**config.mk**
```make
export PLATFORM = sky130hd
export DESIGN_NAME = imem_loader
export DESIGN_NICKNAME = d
export VERILOG_FILES = /design/src/rtl/imem_loader.sv
export SDC_FILE = /design/constraint.sdc
export NUM_CORES = 1
export LEC_CHECK = 0
export ABC_AREA = 1
export ABC_CLOCK_PERIOD_IN_PS = 2000
export BUFFER_PORTS_ARGS = -buffer_cell sky130_fd_sc_hd__buf_4
export CAP_MARGIN = 20
export CELL_PAD_IN_SITES_DETAIL_PLACEMENT = 1
export CELL_PAD_IN_SITES_GLOBAL_PLACEMENT = 1
export CORE_MARGIN = 5
export CORE_UTILIZATION = 42
export CTS_BUF_LIST = sky130_fd_sc_hd__clkbuf_16
export CTS_CLUSTER_SIZE = 24
export DETAILED_ROUTE_END_ITERATION = 10
export GPL_TIMING_DRIVEN = 1
export PLACE_DENSITY_LB_ADDON = 0.1
export RECOVER_POWER = 50
export SETUP_SLACK_MARGIN = 0.2
export SYNTH_ARGS = -nofsm -noshare
export SYNTH_HDL_FRONTEND = slang
export SYNTH_SLANG_ARGS = --single-unit
```
**constraint.sdc**
```tcl
create_clock -name clk -period 2 [get_ports clk]
set_clock_uncertainty 0.2 [all_clocks]
set_input_delay 0.2 -clock clk [delete_from_list [all_inputs] [get_ports clk]]
set_output_delay 0.2 -clock clk [all_outputs]
set_load 0.03 [all_outputs]
```
**src/rtl/imem_loader.sv**
```systemverilog
// rtl/imem_loader.sv - byte-stream loader that fills the instruction RAM and holds the core in reset
//
// Purpose:
//   Receives a header-framed, little-endian byte stream. The first two bytes
//   give the word count N. The next N*4 bytes are packed into 32-bit
//   instruction words. Each word is issued as a single-cycle write to a
//   writable instruction RAM. The processor is held in reset for the whole
//   load and is released once the last word has been written.
//
// Ports:
//   clk         rising-edge clock
//   rst_n       asynchronous active-low reset
//   start       1-cycle pulse, begins a load (honoured in IDLE/DONE/ERR only)
//   byte_valid  byte_data is valid this cycle
//   byte_data   stream byte
//   byte_ready  loader accepts a byte (transfer = byte_valid && byte_ready)
//   mem_we      instruction-memory write strobe, one cycle per word
//   mem_addr    byte address of the write (word_idx*4), registered
//   mem_wdata   assembled instruction word, registered
//   cpu_hold    1 = keep the processor in reset
//   busy        load in progress (HDR0..WRITE)
//   done        sticky, last load completed
//   err         sticky, last load rejected (bad word count)

module imem_loader #(
  parameter int DEPTH  = 18,
  parameter int ADDR_W = 32
) (
  input  logic              clk,
  input  logic              rst_n,
  input  logic              start,
  input  logic              byte_valid,
  input  logic [7:0]        byte_data,
  output logic              byte_ready,
  output logic              mem_we,
  output logic [ADDR_W-1:0] mem_addr,
  output logic [31:0]       mem_wdata,
  output logic              cpu_hold,
  output logic              busy,
  output logic              done,
  output logic              err
);

  localparam int          IDX_W   = $clog2(DEPTH + 1);
  localparam logic [15:0] DEPTH16 = 16'(DEPTH);

  localparam logic [2:0] S_IDLE  = 3'd0;
  localparam logic [2:0] S_HDR0  = 3'd1;
  localparam logic [2:0] S_HDR1  = 3'd2;
  localparam logic [2:0] S_DATA  = 3'd3;
  localparam logic [2:0] S_WRITE = 3'd4;
  localparam logic [2:0] S_DONE  = 3'd5;
  localparam logic [2:0] S_ERR   = 3'd6;

  logic [2:0]       state;
  logic [15:0]      cnt;
  logic [IDX_W-1:0] word_idx;
  logic [1:0]       byte_idx;
  // Lanes 0..2 of the word being assembled; lane 3 goes straight to mem_wdata.
  logic [23:0]      word_lo;

  logic        xfer;
  logic        start_ok;
  logic [15:0] cnt_full;
  logic [15:0] idx_next16;

  // All status outputs are decoded from the state register. A reset therefore
  // drives them to their idle values asynchronously, with no clock needed.
  always_comb begin
    byte_ready = 1'b0;
    mem_we     = 1'b0;
    busy       = 1'b0;
    cpu_hold   = 1'b0;
    done       = 1'b0;
    err        = 1'b0;
    case (state)
      S_HDR0, S_HDR1, S_DATA: begin
        byte_ready = 1'b1;
        busy       = 1'b1;
        cpu_hold   = 1'b1;
      end
      S_WRITE: begin
        mem_we   = 1'b1;
        busy     = 1'b1;
        cpu_hold = 1'b1;
      end
      S_DONE: begin
        done = 1'b1;
      end
      // A rejected load keeps the core held, so no partial program can run.
      S_ERR: begin
        err      = 1'b1;
        cpu_hold = 1'b1;
      end
      default: begin
      end
    endcase
  end

  assign xfer       = byte_valid && byte_ready;
  assign start_ok   = start && ((state == S_IDLE) || (state == S_DONE) || (state == S_ERR));
  assign cnt_full   = {byte_data, cnt[7:0]};
  // Compare the next word index against N at full 16-bit width, so a large
  // count is never aliased by truncation.
  assign idx_next16 = 16'(word_idx) + 16'd1;

  always_ff @(posedge clk or negedge rst_n) begin
    if (!rst_n) begin
      state     <= S_IDLE;
      cnt       <= '0;
      word_idx  <= '0;
      byte_idx  <= '0;
      word_lo   <= '0;
      mem_addr  <= '0;
      mem_wdata <= '0;
    end else begin
      case (state)
        S_IDLE, S_DONE, S_ERR: begin
          if (start_ok) begin
            state    <= S_HDR0;
            word_idx <= '0;
            byte_idx <= '0;
          end
        end

        S_HDR0: begin
          if (xfer) begin
            cnt[7:0] <= byte_data;
            state    <= S_HDR1;
          end
        end

        S_HDR1: begin
          if (xfer) begin
            cnt[15:8] <= byte_data;
            if ((cnt_full == 16'd0) || (cnt_full > DEPTH16)) begin
              state <= S_ERR;
            end else begin
              state <= S_DATA;
            end
          end
        end

        S_DATA: begin
          if (xfer) begin
            byte_idx <= byte_idx + 2'd1;
            case (byte_idx)
              2'd0: word_lo[7:0]   <= byte_data;
              2'd1: word_lo[15:8]  <= byte_data;
              2'd2: word_lo[23:16] <= byte_data;
              default: begin
                // Register the address and data now, so both are stable
                // for the whole cycle in which mem_we is high.
                mem_wdata <= {byte_data, word_lo};
                mem_addr  <= ADDR_W'({word_idx, 2'b00});
                state     <= S_WRITE;
              end
            endcase
          end
        end

        S_WRITE: begin
          word_idx <= word_idx + 1'b1;
          if (idx_next16 == cnt) begin
            state <= S_DONE;
          end else begin
            state <= S_DATA;
          end
        end

        default: begin
          state <= S_IDLE;
        end
      endcase
    end
  end

endmodule

```
======== Word-level counts from Yosys, hierarchy flattened ========
Cells that the tools add are included.
word-level totals
  flip-flop bits (word level) ............. 87
  bits of input ports ..................... 12
  output and inout bits ................... 70
  word-level logic and storage cells ...... 72
operators by class
  $add $sub $neg .......................... 3
  order comparisons ....................... 1
  equality and inequality tests ........... 14
  multiplexer cells ....................... 19
  bitwise logic cells ..................... 1
  reductions and logical operators ........ 24
operator list
  kind                 count
  $mux 3               7
  $eq 6x16->1          1
  $gt 16x5->1 const B  1
  $logic_not 16->1     1
  $pmux 3 s5           1
  $reduce_and 3->1     5
  $ne 2x2->1 const B   5
  $pmux 5 s2           1
  $eq 3x3->1 const B   3
  $reduce_or 3->1      3
  $add 5x1->6 const B  1
  $eq 3x2->1 const B   2
  $mux 1               6
  $reduce_and 2->1     3
  $add 5x1->5 const B  1
  $mux 5               1
  $reduce_and 5->1     1
  $reduce_or 5->1      1
  $mux 2               2
  $pmux 2 s2           1
  $reduce_bool 2->1    2
  $reduce_or 4->1      1
  $eq 3x1->1 const B   1
  $logic_not 3->1      1
  other kinds (7)      10

======== Longest topological paths before layout ========
  depth in word-level cells ............... 6
  mapped depth ............................ 12
  gate-level depth less buffers ........... 12

======== Worst setup path before layout ========
OpenSTA, ideal clock, no wires.
  path kind ............................... register to output
  start ................................... register state[0]
  end ..................................... output busy
  data arrival time ....................... 1.626 ns
  data required time ...................... 1.600 ns
  path slack .............................. -0.026 ns
  stages on the path, launching flop included .. 6
  path through ............................ dfrtp_1 -> inv_2 -> nand2_1 -> nor2_1 -> inv_1 -> nand2_1
between the ends
  longest elaborated chain between the ends .. 3
  elaborated cells on any way between the ends .. 6
  those cells by class .................... eq/ne: 4; mux: 1; reduce/logical: 1
ends and longest elaborated chain
  element                             RTL line  text
  start: declaration                  55        logic [2:0] state;
  start signal: assignment            109       state <= S_IDLE;
  start signal: assignment            120       state <= S_HDR0;
  start signal: assignment            129       state <= S_HDR1;
  $eq 3x3->1 (tied with other cells)  76        case (state)
  $reduce_or 4->1 (no line) *         -
  $mux 1 *                            76
  end: declaration                    39        output logic busy,
Every way passes the cells marked *; elsewhere a longest branch is shown, timed or not.

======== Worst setup path after layout ========
  start ................................... register cnt[7]
  end ..................................... register state[2]
between the ends
  longest elaborated chain between the ends .. 5
  elaborated cells on any way between the ends .. 8
  those cells by class .................... order compare: 1; eq/ne: 1; mux: 4; reduce/logical: 2
ends and longest elaborated chain
  element                                          RTL line  text
  start: declaration                               56        logic [15:0] cnt;
  start signal: assignment                         128       cnt[7:0] <= byte_data;
  $gt 16x5->1 or $logic_not 16->1 (tied branches)  136       if ((cnt_full == 16'd0) || (cnt_full > DEPTH16)) begin
  $logic_or 1x1->1                                 136
  $mux 3                                           136
  $mux 3                                           134       if (xfer) begin
  $pmux 3 s5 *                                     117       case (state)
  end signal: assignment                           120
  end signal: assignment                           137       state <= S_ERR;
  end signal: assignment                           139       state <= S_DATA;
Every way passes the cells marked *; elsewhere a longest branch is shown, timed or not. The select of a mux whose other input is x is not followed.
A chain may end at the register's enable or synchronous reset.

==> results.ini <==
[grt]
grt_pass1_vias = 2956
grt_pass1_wl_um = 15400
grt_max_degree = 59
grtUsageTotal = 0.1706
antenna_found_initial = 0
grt_overflow = 0

[placed_design]
dp_slack_ns = 0.1810
place_congestion = 0.7604
place_inst = 586
hpwlAfterDp_um = 6833
portBuffers = 54

[setup_path]
worstPathArrival_ns = 1.82
slowest_delay_ns = 0.39
slowest_stage = dfrtp_1
timing.rr.end = state[2]$_DFFE_PN0P_
cp.required_ns = 2.03
reg2reg_slack_ns = 0.21
worstPathCellList = nor2_2 -> nand3_1 -> nor2_1 -> nand4_1 -> o21ai_0 -> nand2_1 -> nand2_1 -> nand2_1
reg2reg_depth = 8
critPathKind = reg2reg
path_max_fanout = 2
cp-start-kind = flip-flop
end_kind = flip-flop
crit_top_cell = nand2_1
rr_startpoint = cnt[7]$_DFFE_PN0P_

[synth]
ys_ff_latch = 87
synth_cells = 402
ys_types = 25
yosysWarnings = 0
syn-cell-area_um2 = 3963
syn-mean-instance-area_um2 = 9.857
ys_seq_area_frac = 0.5494

[cells_and_area]
final_common_cell = nand2_1
final_cell_mix = 98 x nand2_1, 85 x dfrtp_1, 61 x o21ai_0
layout.cells.non_filler = 613
diodes = 0
syn_to_final_growth_pct = 21.69
drive_above_1_share = 0.2376
utilization = 0.5219
fin_nets = 496

[sta]
drv_slew = 0
fin_crit_ns = 1.792
finalCritPeriodShare = 0.8962
setup_violations = 0
hold_violations = 0
max_freq_mhz = 557.9
maxSlewHeadroom = 0.5034
worst_pin_slew_ns = 0.7449
rsz0062_at_grt = yes
setup_ws_ns = 0.2076
finalSetupTns_ns = 0

[clock_network]
cts_tree = done
htreeDepth = 3
cts_buffer_depth = 2
cts.sinks = 87
clockRootBuffer = clkbuf_16
cts_buffers = 9
clkTransAtPathRegs_ns = 0.07
worstSkewPairLatency_ns = 0.33

[detailed_routing]
routed_wl_um = 9524
via_count = 2938
post_drt_wl_per_cell_um = 15.54
drt_iter0_markers = 103
drt_first_pass_iters = 4
avgViaCountPerCell = 4.793
ant_nets = 0
drc = 0

[power]
p_int_w = 0.003857
combPwrFrac = 0.329
powerDensity_nw_per_um2 = 1285
ir_drop_mv = 0.8709
pwr-share-seq = 0.416
pwr-share-clk = 0.255
p_leak_nw = 2.515
power.net_switching_w = 0.002337
p_sw_frac = 0.3773

[run]
cap_viol_max_count = 0

[hold_path]
holdCritPathClass = in2reg
min_path_cells = 3
worst_hold_startpoint = byte_data[7]
holdPathEnd = cnt[15]$_DFFE_PN0P_

[floorplan]
dieWidth_um = 107.1
dieArea_um2 = 11480
ios = 82
coreArea_um2 = 9240
start_util = 0.4288
fp.dieH_um = 107.1
rows = 35

[run_status]
status = complete, no violations

## layer usage
layer  share of wire  GRT usage  vias to the layer above
met2            0.52     0.2980                       51
met3           0.030    0.03070                       11
met1            0.44     0.2142                     1472
met4           0.011    0.05205                        0
met5               0          0                        -
li1                -          -                     1404
## critical path: cells and delay by family, from the launching register on
| kind | cells | cell delay, ns |
|---|---|---|
| flip-flops | 1 | 0.39 |
| AO/OA/AOI/OAI | 1 | 0.23 |
| AND/OR/NAND/NOR | 7 | 0.85 |
## metrics by stage
| stage | cell area, um2 | total power (W) | hold slack [ns] |
|---|---|---|---|
| final | 4822 | 0.006194 | 0.05692 |
| after CTS | 4820 | 0.006142 | 0.05351 |
| after global placement | 4479 | 0.004356 | -0.05150 |
| after global routing | 4822 | 0.006642 | 0.08528 |
| after floorplan | 4063 | 0.003798 | -0.2956 |
| after detailed placement | 4479 | 0.004449 | -0.04685 |
## layout make-up
cell class / instances / area, um2
multi-input cells: 270 / 1523
well taps: 129 / 161.4
flip-flops and latches: 87 / 2180
clock buffers: 9 / 225.2
inverters: 33 / 128.9
clock inverters: 7 / 55.05
fillers: 1070 / 4418
repair buffers: 78 / 549.3
## registers in the layout (all words and copies together) (netlist names)
signal	cells
cnt	16
word_lo	24
byte_idx	2
mem_wdata	32
state	3
word_idx	5
mem_addr	5
## synth_stat cells
| library cell | number | share of area |
|---|---|---|
| nand2_4 | 1 | 0.0028 |
| nor2_1 | 18 | 0.017 |
| nand3_1 | 10 | 0.013 |
| nor2_4 | 1 | 0.0028 |
| inv_4 | 1 | 0.0016 |
| buf_2 | 5 | 0.0063 |
| o21ai_0 | 63 | 0.080 |
| ha_1 | 5 | 0.016 |
| dfrtp_1 | 87 | 0.55 |
| nand4_1 | 8 | 0.013 |
| nand2_1 | 102 | 0.097 |
| nand2_2 | 2 | 0.0032 |
| o22ai_1 | 4 | 0.0063 |
| conb_1 | 1 | 0.00095 |
| nor3_1 | 1 | 0.0013 |
| and2_0 | 1 | 0.0016 |
| inv_1 | 30 | 0.028 |
| mux2_4 | 24 | 0.091 |
| clkbuf_1 | 3 | 0.0028 |
| a21oi_1 | 1 | 0.0013 |
| xor2_1 | 1 | 0.0022 |
| inv_2 | 2 | 0.0019 |
| xnor2_1 | 1 | 0.0022 |
| buf_4 | 27 | 0.051 |
| buf_6 | 3 | 0.0085 |
## timing repair
item | CTS | global route
setup endpoints to repair | 7 | 58
endpoints found under the hold margin | 30 | 0
cloned | 0 | 0
hold buffers | 2 | 0
pin swaps | 0 | 7
setup buffers | 3 | 6
resized for setup | 3 | 17
## logic make-up (layout without fill, tap and decap cells)
logic type	after synthesis	after routing	share of synthesized area
AO/OA/AOI/OAI	68	68	0.08715
multiplexers	24	24	0.09094
other	1	27	0.0009464
AND/OR/NAND/NOR	144	144	0.1506
adder cells (fa/ha/maj)	5	5	0.01579
flip-flops	87	87	0.5494
XOR/XNOR	2	2	0.004421
buffers and inverters	71	127	0.1007
## power groups by stage
stage          combinational (W)  clock (W)  sequential, W
2_1_floorplan            0.00116          0        0.00264
3_3_place_gp             0.00179          0        0.00256
3_5_place_dp             0.00186          0        0.00259
4_1_cts                  0.00195    0.00163        0.00256
5_1_grt                  0.00229    0.00171        0.00264
6_report                 0.00204    0.00158        0.00258
## worst max path at each step
stage | startpoint | depth (start not counted) | to | slack, ns
after CTS | state[0]$_DFFE_PN0P_ | 6 | busy | 0.16
after floorplan | state[0]$_DFFE_PN0P_ | 5 | busy | 0.21
after global placement | cnt[7]$_DFFE_PN0P_ | 8 | state[2]$_DFFE_PN0P_ | 0.19
final | cnt[7]$_DFFE_PN0P_ | 8 | state[2]$_DFFE_PN0P_ | 0.21
after global routing | cnt[7]$_DFFE_PN0P_ | 8 | state[2]$_DFFE_PN0P_ | 0.07
after detailed placement | cnt[7]$_DFFE_PN0P_ | 8 | state[2]$_DFFE_PN0P_ | 0.18
Power figures use the tool's default switching activity.
